<file path="config.mk">
export PLATFORM = sky130hd
export DESIGN_NAME = storage_sync_fifo_flat
export DESIGN_NICKNAME = d
export VERILOG_FILES = /design/src/rtl/storage_sync_fifo_pkg.sv /design/src/rtl/storage_sync_fifo_if.sv /design/src/rtl/storage_updown_cnt.sv /design/src/rtl/storage_sync_fifo.sv /design/src/flat_wrapper.sv
export SDC_FILE = /design/constraint.sdc
export NUM_CORES = 1
export LEC_CHECK = 0
export CAP_MARGIN = 20
export CORE_UTILIZATION = 53
export DETAILED_ROUTE_END_ITERATION = 10
export PLACE_DENSITY_LB_ADDON = 0.2
export SETUP_SLACK_MARGIN = 0.2
export SYNTH_ARGS = -nofsm -noshare
export SYNTH_HDL_FRONTEND = slang
export SYNTH_SLANG_ARGS = --single-unit
</file>
<file path="constraint.sdc">
create_clock -name clk -period 2.8 [get_ports clk]
set_input_delay 0.28 -clock clk [delete_from_list [all_inputs] [get_ports clk]]
set_output_delay 0.28 -clock clk [all_outputs]
set_load 0.03 [all_outputs]
</file>
<file path="src/rtl/storage_sync_fifo_pkg.sv">
// Shared constants and helpers for the STORAGE FIFO family.
package storage_sync_fifo_pkg;

  localparam int STORAGE_DATA_WIDTH = 8;
  localparam int STORAGE_DEPTH      = 4;

  // Pointer width for a power-of-two depth.
  function automatic int addr_bits(input int depth);
    return $clog2(depth);
  endfunction

endpackage

</file>
<file path="src/rtl/storage_sync_fifo_if.sv">
// Producer/consumer bus of the STORAGE sync FIFO.
//
// Handshake: a write is taken on a rising clk edge where wr_en=1 and full=0.
// A read is taken on a rising edge where rd_en=1 and empty=0. Its word shows
// up on rd_data one cycle later, qualified by a one-cycle rd_valid pulse.
// Requests made while blocked are dropped, so the requester keeps asserting
// until its flag clears. full/empty/count come from registered state only.
interface storage_sync_fifo_if
  import storage_sync_fifo_pkg::*;
#(
  parameter int DATA_WIDTH = STORAGE_DATA_WIDTH,
  parameter int DEPTH      = STORAGE_DEPTH
) ();

  localparam int ADDR_BIT = addr_bits(DEPTH);

  logic                  wr_en;
  logic [DATA_WIDTH-1:0] wr_data;
  logic                  full;
  logic                  rd_en;
  logic [DATA_WIDTH-1:0] rd_data;
  logic                  rd_valid;
  logic                  empty;
  logic [ADDR_BIT:0]     count;

  // Producer and consumer side.
  modport master (
    output wr_en, wr_data, rd_en,
    input  full, rd_data, rd_valid, empty, count
  );

  // FIFO side.
  modport slave (
    input  wr_en, wr_data, rd_en,
    output full, rd_data, rd_valid, empty, count
  );

endinterface

</file>
<file path="src/rtl/storage_updown_cnt.sv">
// Occupancy up/down counter. An inc together with a dec cancels out.
module storage_updown_cnt #(
  parameter int MAX = 4,
  parameter int W   = 3
) (
  input  logic         clk,
  input  logic         rst_n,
  input  logic         inc,
  input  logic         dec,
  output logic [W-1:0] count
);

  localparam logic [W-1:0] MAX_V = W'(MAX);

  // Count moves by one only when exactly one of inc/dec is set.
  always_ff @(posedge clk or negedge rst_n) begin
    if (!rst_n) begin
      count <= '0;
    end else if (inc && !dec) begin
      count <= count + 1'b1;
    end else if (dec && !inc) begin
      count <= count - 1'b1;
    end
  end

  // The caller gates inc/dec with full/empty, so these must never fire.
  a_no_overflow:  assert property (@(posedge clk) disable iff (!rst_n)
                                   !(inc && !dec && count == MAX_V));
  a_no_underflow: assert property (@(posedge clk) disable iff (!rst_n)
                                   !(dec && !inc && count == '0));
  a_in_range:     assert property (@(posedge clk) disable iff (!rst_n)
                                   count <= MAX_V);

endmodule

</file>
<file path="src/rtl/storage_sync_fifo.sv">
// Single-clock FIFO with registered read data, for the STORAGE subsystem.
module storage_sync_fifo
  import storage_sync_fifo_pkg::*;
#(
  parameter int DATA_WIDTH = STORAGE_DATA_WIDTH,
  parameter int DEPTH      = STORAGE_DEPTH
) (
  input  logic                clk,
  input  logic                rst_n,
  storage_sync_fifo_if.slave  bus
);

  localparam int ADDR_BIT = addr_bits(DEPTH);
  localparam logic [ADDR_BIT:0] DEPTH_V = (ADDR_BIT+1)'(DEPTH);

  if (DEPTH < 2 || (DEPTH & (DEPTH - 1)) != 0) begin : g_bad_depth
    $error("storage_sync_fifo: DEPTH must be a power of two, at least 2");
  end

  logic [DATA_WIDTH-1:0] mem [DEPTH];
  logic [ADDR_BIT-1:0]   wr_ptr;
  logic [ADDR_BIT-1:0]   rd_ptr;
  logic [ADDR_BIT:0]     count;
  logic [DATA_WIDTH-1:0] rd_data_q;
  logic                  rd_valid_q;
  logic                  full;
  logic                  empty;
  logic                  wr_acc;
  logic                  rd_acc;

  // Flags decode the registered count, so they lag the moving edge by one.
  assign full   = (count == DEPTH_V);
  assign empty  = (count == '0);
  // A write into an empty FIFO is not bypassed to a same-cycle read.
  assign wr_acc = bus.wr_en & ~full;
  assign rd_acc = bus.rd_en & ~empty;

  // Storage array, deliberately not reset.
  always_ff @(posedge clk) begin
    if (wr_acc) begin
      mem[wr_ptr] <= bus.wr_data;
    end
  end

  // Pointers wrap through natural overflow of the ADDR_BIT-wide registers.
  always_ff @(posedge clk or negedge rst_n) begin
    if (!rst_n) begin
      wr_ptr <= '0;
      rd_ptr <= '0;
    end else begin
      if (wr_acc) wr_ptr <= wr_ptr + 1'b1;
      if (rd_acc) rd_ptr <= rd_ptr + 1'b1;
    end
  end

  // Registered read port: data lands one cycle after the accepting edge, then holds.
  always_ff @(posedge clk or negedge rst_n) begin
    if (!rst_n) begin
      rd_data_q  <= '0;
      rd_valid_q <= 1'b0;
    end else begin
      rd_valid_q <= rd_acc;
      if (rd_acc) rd_data_q <= mem[rd_ptr];
    end
  end

  storage_updown_cnt #(
    .MAX (DEPTH),
    .W   (ADDR_BIT + 1)
  ) u_cnt (
    .clk   (clk),
    .rst_n (rst_n),
    .inc   (wr_acc),
    .dec   (rd_acc),
    .count (count)
  );

  assign bus.full     = full;
  assign bus.empty    = empty;
  assign bus.count    = count;
  assign bus.rd_data  = rd_data_q;
  assign bus.rd_valid = rd_valid_q;

endmodule
</file>
<file path="src/flat_wrapper.sv">
// flat-port wrapper written by rule: the top's interface ports become plain ports
module storage_sync_fifo_flat import storage_sync_fifo_pkg::*;
#(
  parameter int DATA_WIDTH = STORAGE_DATA_WIDTH,
  parameter int DEPTH      = STORAGE_DEPTH
)
  (clk, rst_n, bus_wr_en, bus_wr_data, bus_rd_en, bus_full, bus_rd_data, bus_rd_valid, bus_empty, bus_count);
  storage_sync_fifo_if #(.DATA_WIDTH(DATA_WIDTH), .DEPTH(DEPTH)) bus_i ();
  input  logic clk;
  input  logic rst_n;
  input wire logic [$bits(bus_i.wr_en)-1:0] bus_wr_en;
  input wire logic [$bits(bus_i.wr_data)-1:0] bus_wr_data;
  input wire logic [$bits(bus_i.rd_en)-1:0] bus_rd_en;
  output wire logic [$bits(bus_i.full)-1:0] bus_full;
  output wire logic [$bits(bus_i.rd_data)-1:0] bus_rd_data;
  output wire logic [$bits(bus_i.rd_valid)-1:0] bus_rd_valid;
  output wire logic [$bits(bus_i.empty)-1:0] bus_empty;
  output wire logic [$bits(bus_i.count)-1:0] bus_count;
  assign bus_i.wr_en = bus_wr_en;
  assign bus_i.wr_data = bus_wr_data;
  assign bus_i.rd_en = bus_rd_en;
  assign bus_full = bus_i.full;
  assign bus_rd_data = bus_i.rd_data;
  assign bus_rd_valid = bus_i.rd_valid;
  assign bus_empty = bus_i.empty;
  assign bus_count = bus_i.count;
  storage_sync_fifo #(.DATA_WIDTH(DATA_WIDTH), .DEPTH(DEPTH)) u_core (.clk(clk), .rst_n(rst_n), .bus(bus_i));
endmodule
</file>
==> qor.txt <==
I/O Buffers - 25
Routed wire length - 2940 um
CP max-delay cell - dfrtp_1
Hold WS - 308 ps
Number of global-route vias before repair - 902
Final Max Tran Viols - 0
Number of synthesized flops with an enable pin - 32
HP Class - input port to asynchronous set/reset pin
Sequential fraction of the synthesis area - 71.8%
Die height - 61.8 um
Total track usage - 18.3%
Multi-input logic area - 492 um^2
Post-cts sizing count - 0
Crit path buf inv count - 1
Slowest Stage Delay on Critical Path - 450 ps
Io pins - 26
Antenna cells - 0
Final Power - 2450 uW
Iter 0 DRT Violations - 31
Starting density of the core - 55.9%
# setup viols final - 0
CP Launch Type - register
Antenna-violating nets left - 0
Seq cells post-synth - 48
Clk pin slew, worst setup/hold paths - 130 ps
TNS Setup - 0 ps
Final hold violations - 0
CP Capture Type - register
Initial antenna violation count - 0
Via count - 943
Stages on the worst setup path - 8
Avg WL per Cell - 15.6 um
Min Tclk post-route - 2200 ps
GP Congestion - 0.710
Unique masters post-synth - 21
Status - finished, final reports clean
DP Cell Count - 180
Ys async rst share - 33.3%
Die ar. - 3820 um^2
Die Width - 61.8 um
Post-CTS Setup Bufs - 0
RSZ-0062 raised after global routing - no
Core area - 3390 um^2
CTS tree - done
CTS H-tree lvls - 2
Post-Synthesis Net Count - 130
First-pass GRT wire length - 4540 um
Crit Path Category - register to register
Share of post-route cells with drive strength above 1 - 14.1%
P&R area growth vs syn - 19.4%
Most used cell, CP - xor2_1
Post-synth top flop - edfxtp_1
Filler Cell Count - 222
Period utilisation layout - 78.6%
Crit path required time - 3100 ps
Cts hold-fix bufs - 0
Gate Count Post-Synth - 112
Fin cells - 188
Max VDD drop - 0.465 mV
CTS Sinks - 48
Synth warn - 0
Worst-Skew Late Latency - 370 ps
Nets - 159
Row Count - 21
Max FO, Critical Path - 7
Clock Path Buffers - 2
Fin Clk Skew - 10.6 ps
Post-DP HPWL - 1980 um
Maximum clock rate - 0.455 GHz
First-pass DRT Iterations - 4
Leak - 0.000862 uW
Root Buffer - clkbuf_4
Mean Syn Cell Area - 16.9 um^2
Max-cap violations - 0
Critical-path cell list - nor3b_2 > nor2b_1 > ha_1 > inv_1 > fa_1 > xor2_1 > nor2_1 > xor2_1
Path depth of the worst reg2reg path - 8
Via/cell ratio - 5.02
Largest net degree at the start of global routing - 17
Mapped Area - 1900 um^2
CTS Buf Count - 5
Register area - 1360 um^2
Total gr overflow - 0
Rel. slew slack - 55.2%
Residual DRC - 0
Pwr dens - 1080 nW/um^2
Cell family with most CP delay - simple AND/OR/NAND/NOR gates
Crit path DAT - 2500 ps
Tightest Pin Transition - 670 ps
worst paths after layout:
| check | start | to | slack [ps] |
|---|---|---|---|
| worst max-delay path | u_core.u_cnt.count[2] | u_core.u_cnt.count[2] | 600 |
| worst min-delay path | rst_n | u_core.u_cnt.count[1] | 310 |
| worst max register to register | u_core.u_cnt.count[2] | u_core.u_cnt.count[2] | 600 |
| worst min register to register | u_core.bus.rd_data[5] | u_core.bus.rd_data[5] | 490 |
| max in group asynchronous | rst_n | u_core.bus.rd_data[4] | 2070 |
| min in group clk | u_core.bus.rd_data[5] | u_core.bus.rd_data[5] | 490 |
worst reg2reg max path: stages, from the launching register on:
cell     delay, ps
dfrtp_1        450
nor3b_2        180
nor2b_1        400
ha_1           260
inv_1           60
fa_1           370
xor2_1         150
nor2_1         110
xor2_1         150
logic make-up (layout without fill, tap and decap cells):
logic type	count (synthesis)	in the layout	share of synthesized area [%]
AND/OR/NAND/NOR	33	33	7.72
multiplexers	10	10	10.7
adder cells (fa/ha/maj)	6	6	4.36
flip-flops	48	48	71.8
XOR/XNOR	6	6	2.77
buffers and inverters	8	38	2.24
AO/OA/AOI/OAI	1	1	0.396
layout by cell type (no fill, tap or decap):
master	instances
edfxtp_1	32
nand2_1	25
clkdlybuf4s50_1	25
dfrtp_1	16
mux4_2	8
ha_1	5
clkbuf_4	5
and2_1	4
xnor2_1	4
inv_1	3
mux2_2	2
xor2_1	2
nor3b_2	1
nor2b_1	1
nor3_1	1
o31ai_1	1
inv_2	1
nor2_1	1
fa_1	1
bufinv_16	1
clkinv_4	1
clkinv_1	1
buf_4	1
routing by layer:
| metal | routed length [um] | global-route usage, % | share of wire (%) | vias up |
|---|---|---|---|---|
| met5 | 0 | 0 | 0 | - |
| li1 | - | - | - | 455 |
| met1 | 1360 | 23.7 | 46 | 446 |
| met4 | 82 | 11.4 | 2.8 | 0 |
| met3 | 133 | 4.35 | 4.5 | 10 |
| met2 | 1360 | 28.0 | 46 | 32 |
flip-flops by register name, summed over array words and instances (netlist names):
name and count:
u_core.bus.rd_data 8, u_core.rd_ptr 2, u_core.u_cnt.count 3, u_core.wr_ptr 2
u_core.mem 32, u_core.bus.rd_valid 1
through the flow:
step / util [%] / setup slack [ps] / area, um^2
global placement: 64.4 / 578 / 2180
finish: 66.8 / 600 / 2260
global route: 66.8 / 425 / 2260
CTS: 66.8 / 583 / 2260
detailed placement: 64.4 / 483 / 2180
floorplan: - / 406 / 1900
report_power, final:
part	total [uW]	switching (uW)	internal [uW]
clock	405	218	187
sequential	1150	170	976
combinational	898	467	431
area by class of cell:
cell class | count | area share [%]
sequential | 48 | 60.1
tap | 46 | 2.54
clock inverter | 3 | 1.88
multi-input combinational | 56 | 21.7
timing repair buffer | 26 | 11.4
inverter | 4 | 0.663
clock buffer | 5 | 1.66
cells in the mapped netlist (2+ instances only):
cell	count	area [um^2]
and2_1	4	25.0
dfrtp_1	16	400
edfxtp_1	32	961
ha_1	5	62.6
inv_1	3	11.3
mux2_2	2	22.5
mux4_2	8	180
nand2_1	25	93.8
xnor2_1	4	35.0
xor2_1	2	17.5
No activity file was read; power rests on OpenSTA's default activity.
